[config.mk]
export PLATFORM = sky130hd
export DESIGN_NAME = pipelined_cla_adder
export DESIGN_NICKNAME = d
export VERILOG_FILES = /design/src/rtl/pipelined_cla_adder.sv
export SDC_FILE = /design/constraint.sdc
export NUM_CORES = 1
export LEC_CHECK = 0
export CAP_MARGIN = 20
export CORE_MARGIN = 8
export CORE_UTILIZATION = 35
export CTS_BUF_LIST = sky130_fd_sc_hd__clkbuf_8 sky130_fd_sc_hd__clkbuf_16
export DETAILED_ROUTE_END_ITERATION = 8
export SETUP_SLACK_MARGIN = 0.15
export SYNTH_ARGS = -nofsm -noshare
export SYNTH_HDL_FRONTEND = slang
export SYNTH_SLANG_ARGS = --single-unit
[constraint.sdc]
create_clock -name clk -period 2.1 [get_ports clk]
set_input_delay 0.315 -clock clk [delete_from_list [all_inputs] [get_ports clk]]
set_output_delay 0.315 -clock clk [all_outputs]
set_load 0.01 [all_outputs]
[src/rtl/pipelined_cla_adder.sv]
// Pipelined carry-lookahead adder/subtractor: 4-bit lookahead groups, GPS groups per stage.
// Define ADDER_SAT_EN to clamp the sum on signed overflow (sat reports it); otherwise sat is tied 0.

module cla_group4 (
   input  logic [3:0] a,
   input  logic [3:0] b,
   input  logic       ci,
   output logic [3:0] s,
   output logic       co
);
   logic [3:0] g, p;
   logic [3:1] c;
   logic       gg, pg;

   assign g = a & b;
   assign p = a ^ b;
   assign c[1] = g[0] | (p[0] & ci);
   assign c[2] = g[1] | (p[1] & g[0]) | (p[1] & p[0] & ci);
   assign c[3] = g[2] | (p[2] & g[1]) | (p[2] & p[1] & g[0]) | (p[2] & p[1] & p[0] & ci);
   assign gg   = g[3] | (p[3] & g[2]) | (p[3] & p[2] & g[1]) | (p[3] & p[2] & p[1] & g[0]);
   assign pg   = &p;
   assign co   = gg | (pg & ci);
   assign s    = p ^ {c, ci};
endmodule

module pipelined_cla_adder #(
   parameter int WIDTH = 16,
   parameter int GPS   = 1
) (
   input  logic             clk,
   input  logic             reset,
   input  logic             in_valid,
   output logic             in_ready,
   input  logic [WIDTH-1:0] a,
   input  logic [WIDTH-1:0] b,
   input  logic             cin,
   input  logic             sub,
   output logic             out_valid,
   input  logic             out_ready,
   output logic [WIDTH-1:0] sum,
   output logic             cout,
   output logic             ovf,
   output logic             sat
);
   localparam int SW      = 4 * GPS;
   localparam int NSTAGES = WIDTH / SW;

   logic               advance;
   logic [NSTAGES-1:0] vld_pipe;
   logic [WIDTH-1:0]   sum_q;
   logic               cout_q, ovf_q;
`ifdef ADDER_SAT_EN
   logic               sat_q;
`endif

   assign advance   = !out_valid || out_ready;
   assign in_ready  = advance;
   assign out_valid = vld_pipe[NSTAGES-1];

   always_ff @(posedge clk) begin
      if (reset) begin
         vld_pipe <= '0;
      end else if (advance) begin
         vld_pipe[0] <= in_valid;
         for (int i = 1; i < NSTAGES; i++) vld_pipe[i] <= vld_pipe[i-1];
      end
   end

   // Each stage sees only the operand bits it has not consumed yet; finished sum bits ride along below.
   for (genvar s = 0; s < NSTAGES; s++) begin : stg
      localparam int LO = s * SW;
      localparam int HI = LO + SW;

      logic [WIDTH-LO-1:0] a_i, b_i;
      logic                c_i;
      logic [GPS:0]        gc;
      logic [SW-1:0]       gsum;
      logic [HI-1:0]       sum_n;

      if (s == 0) begin : g_in
         assign a_i   = a;
         assign b_i   = sub ? ~b : b;
         assign c_i   = sub | cin;
         assign sum_n = gsum;
      end else begin : g_in
         assign a_i   = stg[s-1].g_mid.a_q;
         assign b_i   = stg[s-1].g_mid.b_q;
         assign c_i   = stg[s-1].g_mid.c_q;
         assign sum_n = {gsum, stg[s-1].g_mid.sum_q};
      end

      assign gc[0] = c_i;
      for (genvar j = 0; j < GPS; j++) begin : grp
         cla_group4 u_grp (
            .a  (a_i[4*j +: 4]),
            .b  (b_i[4*j +: 4]),
            .ci (gc[j]),
            .s  (gsum[4*j +: 4]),
            .co (gc[j+1])
         );
      end

      if (s < NSTAGES-1) begin : g_mid
         logic [WIDTH-HI-1:0] a_q, b_q;
         logic [HI-1:0]       sum_q;
         logic                c_q;

         always_ff @(posedge clk) begin
            if (advance) begin
               a_q   <= a_i[WIDTH-LO-1:SW];
               b_q   <= b_i[WIDTH-LO-1:SW];
               sum_q <= sum_n;
               c_q   <= gc[GPS];
            end
         end
      end else begin : g_out
         logic             ovf_n;
         logic [WIDTH-1:0] res_n;

         // Carry into the MSB is recovered as a ^ b ^ sum at that bit.
         assign ovf_n = a_i[SW-1] ^ b_i[SW-1] ^ gsum[SW-1] ^ gc[GPS];
`ifdef ADDER_SAT_EN
         logic sat_n;
         always_comb begin
            res_n = sum_n;
            sat_n = ovf_n;
            if (ovf_n)
               res_n = a_i[SW-1] ? {1'b1, {(WIDTH-1){1'b0}}} : {1'b0, {(WIDTH-1){1'b1}}};
         end
`else
         assign res_n = sum_n;
`endif

         always_ff @(posedge clk) begin
            if (reset) begin
               sum_q  <= '0;
               cout_q <= 1'b0;
               ovf_q  <= 1'b0;
`ifdef ADDER_SAT_EN
               sat_q  <= 1'b0;
`endif
            end else if (advance) begin
               sum_q  <= res_n;
               cout_q <= gc[GPS];
               ovf_q  <= ovf_n;
`ifdef ADDER_SAT_EN
               sat_q  <= sat_n;
`endif
            end
         end
      end
   end

   // Bubble data never leaks out: result fields read zero whenever out_valid is low.
   assign sum  = out_valid ? sum_q : '0;
   assign cout = out_valid & cout_q;
   assign ovf  = out_valid & ovf_q;
`ifdef ADDER_SAT_EN
   assign sat  = out_valid & sat_q;
`else
   assign sat  = 1'b0;
`endif
endmodule

; ---- Word level (Yosys, flattened, before mapping)
; Cells that the tools add are included.
[op_classes]
bitwise_logic = 119
reduce_logical = 6
muxes = 2
[op_table]
columns = operator, count
row1 = $and A1 B1 Y1, 62
row2 = $or A1 B1 Y1, 41
row3 = $mux W16, 2
row4 = $xor A4 B4 Y4, 8
row5 = $and A4 B4 Y4, 4
row6 = $not A16 Y16, 1
row7 = $reduce_and A4 Y1, 4
row8 = $xor A1 B1 Y1, 3
row9 = $logic_not A1 Y1, 1
row10 = $logic_or A1 B1 Y1, 1
[totals]
ff_bits = 97
output_inout_bits = 21
wordCells = 143
in_bits = 38

; ---- Depth between registers and ports, before layout
; Gate-level depths: netlist of the first run.
[depth]
word_depth = 8
mapped_depth = 8
ltp_nobuf = 6

; ---- Cells and area by module
; From an unflattened synthesis of the first run, not the netlist that was laid out.
[hier_totals]
cells_unflattened = 280
hier_area_um2 = 3952.5
[modules_own_cells]
columns = module, area_per_inst_um2, cells_per_inst, instances
row1 = pipelined_cla_adder, 3362.0, 212, 1
row2 = cla_group4, 147.6, 17, 4

; ---- Worst setup path before layout of the first run
; OpenSTA, ideal clock, no wires.
[synth_path]
kind = register to register
from = reg vld_pipe[3]
to = reg stg[0].g_mid.a_q[0] (enable)
t_arrival_ns = 1.712
synth_period_minus_slack_ns = 2.116
setup_ns = 0.404
stages_incl_launch_ff = 4
path_buffers = 1
setup_slack_ns = -0.016
cell_sequence = dfxtp_1 -> and2b_1 -> inv_1 -> buf_2
[synth_via]
elab_chain_cells = 2
[synth_rtl]
columns = element, line_no
row1 = "start, declared", 49  ; logic [NSTAGES-1:0] vld_pipe;
row2 = "start signal, assigned", 62  ; vld_pipe <= '0;
row3 = $logic_not A1 Y1, 56  ; assign advance = !out_valid || out_ready;
row4 = $logic_or A1 B1 Y1, 56
row5 = via in_ready, 33  ; output logic in_ready,
row6 = "end signal, assigned", 110  ; a_q <= a_i[WIDTH-LO-1:SW];
row7 = "end, declared", 104  ; logic [WIDTH-HI-1:0] a_q, b_q;
; The timed path passes the listed nets, and every way through them passes these cells.
; A chain may end at the register's enable or synchronous reset.

; ---- Worst setup path in the final report of the first run
[layout_path]
from = reg vld_pipe[3]
to = out sum[11]
[layout_via]
elab_chain_cells = 1
[layout_rtl]
columns = element, line_no
row1 = $mux W16, 155  ; assign sum = out_valid ? sum_q : '0;
row2 = "end, declared", 40  ; output logic [WIDTH-1:0] sum,
; Every way passes these cells.

==> results.py, run 1 <==
metrics = {
    "timing": {
        "timing.final.hold_violations": 0,
        "timing_worst_slew_pin_value_ps": 540,
        "max_freq_mhz": 536,
        "totalNegativeSetupSlack_ps": 0,
        "slew-limit-headroom_pct": 63.9,
        "rsz0062_at_grt": "false",
        "drv_slew": 0,
        "finalWorstPathRequiredPeriod_ps": 1870,
        "setup-violations-final": 0,
        "final_min_period_over_clock_period_pct": 88.8,
        "finClkSkew_ps": 7.41,
    },
    "logic_synthesis": {
        "mappedNetlistArea_sq_um": 3860,
        "postSynthAreaPerCell_sq_um": 14.2,
        "ys.warnings.count": 0,
        "xor_xnor_cell_area_share_of_the_yosys_netlist_pct": 5.45,
        "yosys.area_share.adder_pct": 7.26,
        "synth-edff-count": 75,
        "synthMuxAreaShare_pct": 0,
        "synth_nets": 330,
        "dominantRegCellSynth": "sky130_fd_sc_hd__edfxtp_1",
        "dominant_combinational_cell_family_by_area_after_synthesis": "simple AND/OR/NAND/NOR gates",
        "postSynthCellCount": 272,
        "synth.distinct_cells": 30,
        "ys_seq_elements": 97,
        "synthArstFlopShare_pct": 0,
        "synth_compound_gate_area_share_pct": 6.32,
        "synth-simple-area-share_pct": 9.53,
        "yosysSeqAreaShare_pct": 69.8,
    },
    "detailed_routing": {
        "routed_wl_um": 5860,
        "post-route-drc-count": 0,
        "antenna_violating_nets_post_route": 0,
        "vias_per_cell": 4.31,
        "routed-via-count": 2090,
        "initialDrtViolationCount": 76,
        "route.detailed.wl_per_inst_um": 12.1,
        "first_pass_iters": 4,
    },
    "place": {
        "placed_cells": 469,
        "dp_hpwl_um": 4310,
        "place.port_buffers": 57,
        "routabilityCongestion": 0.712,
        "place_area_sq_um": 4650,
    },
    "power": {
        "clock_power_share_pct": 26.1,
        "pwr_per_cell_area_nw_per_um2": 839,
        "vdd_ir_drop_max_v": 0.000286,
        "power.switching_fraction_pct": 21.9,
        "p_int_uw": 3160,
        "power.share.combinational_pct": 11.5,
        "power.share.sequential_pct": 62.4,
        "finalPower_uw": 4050,
        "power.static_leakage_uw": 0.00195,
        "net-switching-power_uw": 886,
    },
    "clock_network": {
        "cts.htree.levels": 3,
        "post-cts-setup-buffers": 0,
        "cts-buffers-inserted": 9,
        "clkLatencyLatePin_ps": 350,
        "clk_path_buf_depth": 2,
        "cts_root_buffer": "sky130_fd_sc_hd__clkbuf_8",
        "cts_tree": "done",
        "clk_transition_reported_paths_ps": 80,
        "cts_sinks": 97,
    },
    "setup_path": {
        "setup.worst_path.class": "flop to output pin",
        "crit_fanout": 12,
        "ff2ff_path_depth": 5,
        "r2r_setup_slack_ps": 230,
        "cp-start-kind": "flop",
        "r2r_endpoint": "ovf_q$_SDFFE_PP0P_",
        "setup.worst_path.end_class": "output pin",
        "timing.rr.start": "stg[2].g_mid.a_q[0]$_DFFE_PP_",
        "worstPathArrival_ps": 1550,
        "worst-endpoint-required_ps": 1780,
    },
    "finish": {
        "final_cell_mix": "sky130_fd_sc_hd__edfxtp_1, sky130_fd_sc_hd__clkdlybuf4s50_1, sky130_fd_sc_hd__nand2_1",
        "postLayoutCoreUtil_pct": 44.7,
        "final_common_cell": "sky130_fd_sc_hd__edfxtp_1",
        "final_layout_size_suffix_gt1_share_pct": 8.70,
        "antennaDiodeCount": 0,
        "nets": 398,
        "multi_input_comb_area_sq_um": 1110,
        "relative_area_change_from_synthesis_to_final_layout_pct": 25.0,
        "layout.area.seq_sq_um": 2700,
        "layoutNonFillerInstCount": 485,
        "layout.cell_area.non_filler_sq_um": 4820,
        "filler_cell_count": 988,
    },
    "grt": {
        "grt_pass1_vias": 2145,
        "grt_antenna_before_repair": 0,
        "grt_overflow": 0,
        "global_route.usage.total_pct": 8.69,
        "first_pass_grt_wire_length_um": 10000,
        "maximum_number_of_pins_on_one_net_before_global_route_repair": 79,
    },
    "floorplanning": {
        "floorplan.initialDensity_pct": 35.8,
        "num_io_pins": 59,
        "die-area_sq_um": 14600,
        "die_height_um": 121,
        "dieWidth_um": 121,
        "floorplan.core_area_sq_um": 10800,
        "rows": 38,
    },
    "worst_hold_path": {
        "worstHoldPathType": "flop to flop",
        "min-delay-start": "stg[1].g_mid.sum_q[0]$_DFFE_PP_",
        "min_to": "stg[2].g_mid.sum_q[0]$_DFFE_PP_",
        "hold-path-cell-count": 0,
    },
    "status": {
        "run_status": "finished clean",
    },
    "flow_run": {
        "maxCapViolations": 0,
    },
}
[per-stage QoR]
step                setup WS, ps  hold slack, ps
detailed placement          -116             405
floorplan                    174             400
global route                 163             423
finish                       235             415
CTS                          152             418
global placement           -59.1             402
[how the worst max path moves through the flow]
stage	slack, ps	cells after the start	startpoint	end
4_1_cts	150	3	vld_pipe[3]$_SDFFE_PP0P_	sum[11]
5_1_grt	160	5	stg[2].g_mid.a_q[0]$_DFFE_PP_	ovf_q$_SDFFE_PP0P_
2_1_floorplan	170	8	sub	stg[0].g_mid.c_q$_DFFE_PP_
6_report	230	3	vld_pipe[3]$_SDFFE_PP0P_	sum[11]
3_3_place_gp	-60	7	sub	stg[0].g_mid.c_q$_DFFE_PP_
3_5_place_dp	-120	7	sub	stg[0].g_mid.c_q$_DFFE_PP_
[worst max-delay path, cell delays in order (launching register included)]
cell and delay, ps:
sky130_fd_sc_hd__dfxtp_4 400, sky130_fd_sc_hd__buf_6 140, sky130_fd_sc_hd__and2_1 120, sky130_fd_sc_hd__clkdlybuf4s50_1 540
[final cells by class]
cell class	instances	share of cell area [%]
timing repair buffer	67	13.6
tap	140	3.63
clock inverter	5	0.493
multi-input combinational	161	22.9
sequential	97	55.9
clock buffer	11	3.14
inverter	4	0.337
[cells in the mapped netlist (2+ instances only)]
cell type	number	area (sq um)
sky130_fd_sc_hd__nand2b_1	2	12.5
sky130_fd_sc_hd__nand2_1	33	124
sky130_fd_sc_hd__o41ai_1	2	17.5
sky130_fd_sc_hd__ha_1	16	200
sky130_fd_sc_hd__dfxtp_1	22	440
sky130_fd_sc_hd__fa_1	4	80.1
sky130_fd_sc_hd__edfxtp_1	75	2250
sky130_fd_sc_hd__a21o_1	4	30.0
sky130_fd_sc_hd__o21ai_0	6	30.0
sky130_fd_sc_hd__clkbuf_1	5	18.8
sky130_fd_sc_hd__xor2_1	21	184
sky130_fd_sc_hd__inv_1	4	15.0
sky130_fd_sc_hd__nor2_1	19	71.3
sky130_fd_sc_hd__a21oi_1	17	85.1
sky130_fd_sc_hd__and2_1	18	113
sky130_fd_sc_hd__xnor2_1	3	26.3
sky130_fd_sc_hd__buf_2	4	20.0
sky130_fd_sc_hd__a211oi_1	5	37.5
[flip-flops by register name (all words and copies together), names as in the netlist]
name	cells
stg.g_mid.a_q	24
stg.g_mid.b_q	24
stg.g_mid.sum_q	24
sum_q	16
vld_pipe	4
stg.g_mid.c_q	3
cout_q	1
ovf_q	1
[power by group through the flow]
stage                     registers, uW  logic, uW  clock network [uW]
after floorplan                    2540        314                   0
final                              2520        466                1060
after detailed placement           2570        475                   0
after global placement             2560        457                   0
after global routing               2560        536                1170
after CTS                          2530        478                1100
[routing by layer]
metal	track usage (%)	part of all wire [%]
met1	10.3	46
met5	0	0
met3	2.33	3.7
met2	13.6	48
met4	6.01	2.5
[timing repair]
item                       in CTS  in global routing
resized for setup              11                  3
hold buffers                    0                  0
setup endpoints to repair      13                  4
[cells by family (layout without fill, tap and decap cells)]
group / after synthesis / in the layout
adders and majority gates: 20 / 20
other: 1 / 1
DFF: 97 / 97
and+or+nand+nor: 78 / 78
buffers and inverters: 14 / 87
AOI/OAI and AO/OA: 38 / 38
xor gates and xnor gates: 24 / 24
Power figures use the tool's default switching activity.
==> inputs of run 2 (changes only) <==
--- a/config.mk
+++ b/config.mk
@@ -10,7 +10,10 @@
 export CORE_UTILIZATION = 35
 export CTS_BUF_LIST = sky130_fd_sc_hd__clkbuf_8 sky130_fd_sc_hd__clkbuf_16
 export DETAILED_ROUTE_END_ITERATION = 8
+export DONT_BUFFER_PORTS = 1
+export RECOVER_POWER = 100
 export SETUP_SLACK_MARGIN = 0.15
 export SYNTH_ARGS = -nofsm -noshare
 export SYNTH_HDL_FRONTEND = slang
+export SYNTH_HIERARCHICAL = 1
 export SYNTH_SLANG_ARGS = --single-unit
==> results.py, run 2 <==
metrics = {
    "detailed_routing": {
        "post-route-drc-count": 0,
        "vias_per_cell": 4.46,
        "route.detailed.wl_per_inst_um": 14.8,
        "initialDrtViolationCount": 103,
        "routed-via-count": 1932,
        "routed_wl_um": 6390,
        "first_pass_iters": 4,
        "antenna_violating_nets_post_route": 0,
    },
    "floorplanning": {
        "die_height_um": 122,
        "num_io_pins": 59,
        "floorplan.core_area_sq_um": 11200,
        "rows": 39,
        "floorplan.initialDensity_pct": 35.2,
        "die-area_sq_um": 15000,
        "dieWidth_um": 122,
    },
    "finish": {
        "antennaDiodeCount": 0,
        "final_cell_mix": "sky130_fd_sc_hd__edfxtp_1, sky130_fd_sc_hd__nand2_1, sky130_fd_sc_hd__a21oi_1",
        "reg_top3": "stg.g_mid.a_q x24, stg.g_mid.b_q x24, stg.g_mid.sum_q x24",
        "final_layout_size_suffix_gt1_share_pct": 7.93,
        "relative_area_change_from_synthesis_to_final_layout_pct": 11.3,
        "nets": 343,
        "final_common_cell": "sky130_fd_sc_hd__edfxtp_1",
        "postLayoutCoreUtil_pct": 39.2,
    },
    "place": {
        "place.port_buffers": 0,
        "dp_hpwl_um": 4300,
        "routabilityCongestion": 0.706,
        "post-place-ws_ps": 198,
    },
    "clock_network": {
        "clk_path_buf_depth": 2,
        "clkLatencyLatePin_ps": 340,
        "cts.hold.buffers_added": 0,
        "cts.htree.levels": 3,
        "cts_tree": "done",
        "clk_transition_reported_paths_ps": 70,
        "cts_root_buffer": "sky130_fd_sc_hd__clkbuf_16",
        "cts_sinks": 97,
        "cts-buffers-inserted": 9,
    },
    "timing": {
        "timing.final.hold_violations": 0,
        "setup-violations-final": 0,
        "timing_worst_slew_pin_value_ps": 844,
        "worst_hold_slack_ps": 44.8,
        "drv_slew": 0,
        "layout_setup_ws_ps": 247,
        "final_min_period_over_clock_period_pct": 88.2,
        "finalWorstPathRequiredPeriod_ps": 1850,
        "slew-limit-headroom_pct": 43.7,
        "max_freq_mhz": 540,
        "totalNegativeSetupSlack_ps": 0,
        "rsz0062_at_grt": "true",
        "finClkSkew_ps": 6.24,
    },
    "grt": {
        "grt_overflow": 0,
        "grt_pass1_vias": 2058,
        "global_route.usage.total_pct": 8.96,
        "maximum_number_of_pins_on_one_net_before_global_route_repair": 68,
        "grt_antenna_before_repair": 0,
        "first_pass_grt_wire_length_um": 10200,
    },
    "logic_synthesis": {
        "yosysSeqAreaShare_pct": 68.1,
        "mappedNetlistArea_sq_um": 3950,
        "synthTopCellsByArea": "sky130_fd_sc_hd__edfxtp_1, sky130_fd_sc_hd__dfxtp_1, sky130_fd_sc_hd__ha_1",
        "synth_commonest_cells": "sky130_fd_sc_hd__edfxtp_1, sky130_fd_sc_hd__nand2_1, sky130_fd_sc_hd__a21oi_1, sky130_fd_sc_hd__dfxtp_1, sky130_fd_sc_hd__xor2_1",
        "synth_nets": 338,
        "ys.warnings.count": 6,
        "synth-edff-count": 75,
        "postSynthCellCount": 280,
        "most_numerous_cell_in_the_yosys_netlist": "sky130_fd_sc_hd__edfxtp_1",
        "postSynthAreaPerCell_sq_um": 14.1,
        "ys_seq_elements": 97,
        "netlist.top_cell.by_area": "sky130_fd_sc_hd__edfxtp_1",
        "dominantRegCellSynth": "sky130_fd_sc_hd__edfxtp_1",
        "synthArstFlopShare_pct": 0,
        "synth.distinct_cells": 24,
        "netlist.area_leader.share_pct": 57.0,
    },
    "power": {
        "power.static_leakage_uw": 0.00178,
        "pwr_per_cell_area_nw_per_um2": 1050,
        "vdd_ir_drop_max_v": 0.000430,
    },
    "setup_path": {
        "setup.worst_path.class": "flop to flop",
        "worst_path_dominant_cell_family": "compound AO/OA/AOI/OAI gates",
        "cp-start-kind": "flop",
        "cp.depth": 7,
        "cpMaxStageDelayCell": "sky130_fd_sc_hd__edfxtp_1",
        "crit_fanout": 2,
        "ff2ff_path_depth": 7,
        "critical_path.max_stage_delay_ps": 400,
        "crit_chain": "ha_1 -> a21o_1 -> a31o_1 -> a21o_1 -> xor2_1 -> xnor2_1 -> a211oi_2",
        "setup.worst_path.end_class": "flop",
        "worstPathArrival_ps": 2070,
        "path_buf_inv": 0,
        "path_common_cell": "sky130_fd_sc_hd__a21o_1",
        "worst-endpoint-required_ps": 2310,
    },
    "status": {
        "run_status": "finished clean",
    },
    "worst_hold_path": {
        "worstHoldPathType": "input port to flop",
        "hold-path-cell-count": 1,
    },
    "flow_run": {
        "maxCapViolations": 0,
    },
}
run 2: path summary, 6_finish.rpt:
kind                                                       from                         endpoint  slack (ps)
worst min-delay path                                      reset            sum_q[0]$_SDFFE_PP0P_          40
worst min register to register  stg[0].g_mid.sum_q[2]$_DFFE_PP_  stg[1].g_mid.sum_q[2]$_DFFE_PP_         420
worst max-delay path              stg[2].g_mid.b_q[0]$_DFFE_PP_               ovf_q$_SDFFE_PP0P_         250
worst max register to register    stg[2].g_mid.b_q[0]$_DFFE_PP_               ovf_q$_SDFFE_PP0P_         250
run 2: logic make-up (layout without fill, tap and decap cells):
group                    count (synthesis)  after routing  share of synthesized area, %
adder cells (fa/ha/maj)                 20             20                          7.09
flip-flops                              97             97                          68.1
other                                    1              1                        0.0949
XOR/XNOR                                31             31                          6.87
buffers and inverters                   27             37                          3.70
AO/OA/AOI/OAI                           41             41                          6.52
AND/OR/NAND/NOR                         63             63                          7.60
run 2: stage by stage:
step | instance area, sq um | instances | power [uW]
floorplan | 3950 | 280 | 2940
global placement | 4090 | 416 | 3010
detailed placement | 4090 | 416 | 3040
CTS | 4380 | 432 | 4660
global route | 4400 | 433 | 4840
finish | 4400 | 433 | 4610
run 2: final cells by class:
| type | instances | area, sq um |
|---|---|---|
| Fill cell | 1065 | 6820 |
| Timing Repair Buffer | 4 | 42.5 |
| Clock buffer | 9 | 225 |
| Clock inverter | 7 | 72.6 |
| Multi-Input combinational cell | 156 | 1120 |
| Sequential cell | 97 | 2690 |
| Inverter | 17 | 66.3 |
| Tap cell | 143 | 179 |
run 2: power by group:
part	internal (uW)	switching [uW]
logic	230	228
registers	2440	105
clock network	922	680
run 2: routing by layer:
layer	vias to the layer above	share of wire (%)	global-route usage, %
met4	0	2.2	5.26
met2	40	49	14.2
met3	10	4.4	2.94
li1	967	-	-
met5	-	0	0
met1	915	45	10.5
run 2: what timing repair did:
action | 4_1_cts | 5_1_grt
resized for setup | 0 | 2
setup endpoints to repair | 0 | 1
buffers inserted | 0 | 1
==> inputs of run 3 (changes only) <==
--- a/config.mk
+++ b/config.mk
@@ -13,6 +13,7 @@
 export DONT_BUFFER_PORTS = 1
 export RECOVER_POWER = 100
 export SETUP_SLACK_MARGIN = 0.15
+export SKIP_CTS_REPAIR_TIMING = 1
 export SYNTH_ARGS = -nofsm -noshare
 export SYNTH_HDL_FRONTEND = slang
 export SYNTH_HIERARCHICAL = 1
==> results of run 3 <==
No change in the layout: final DEF, timing and power equal those of run 2.
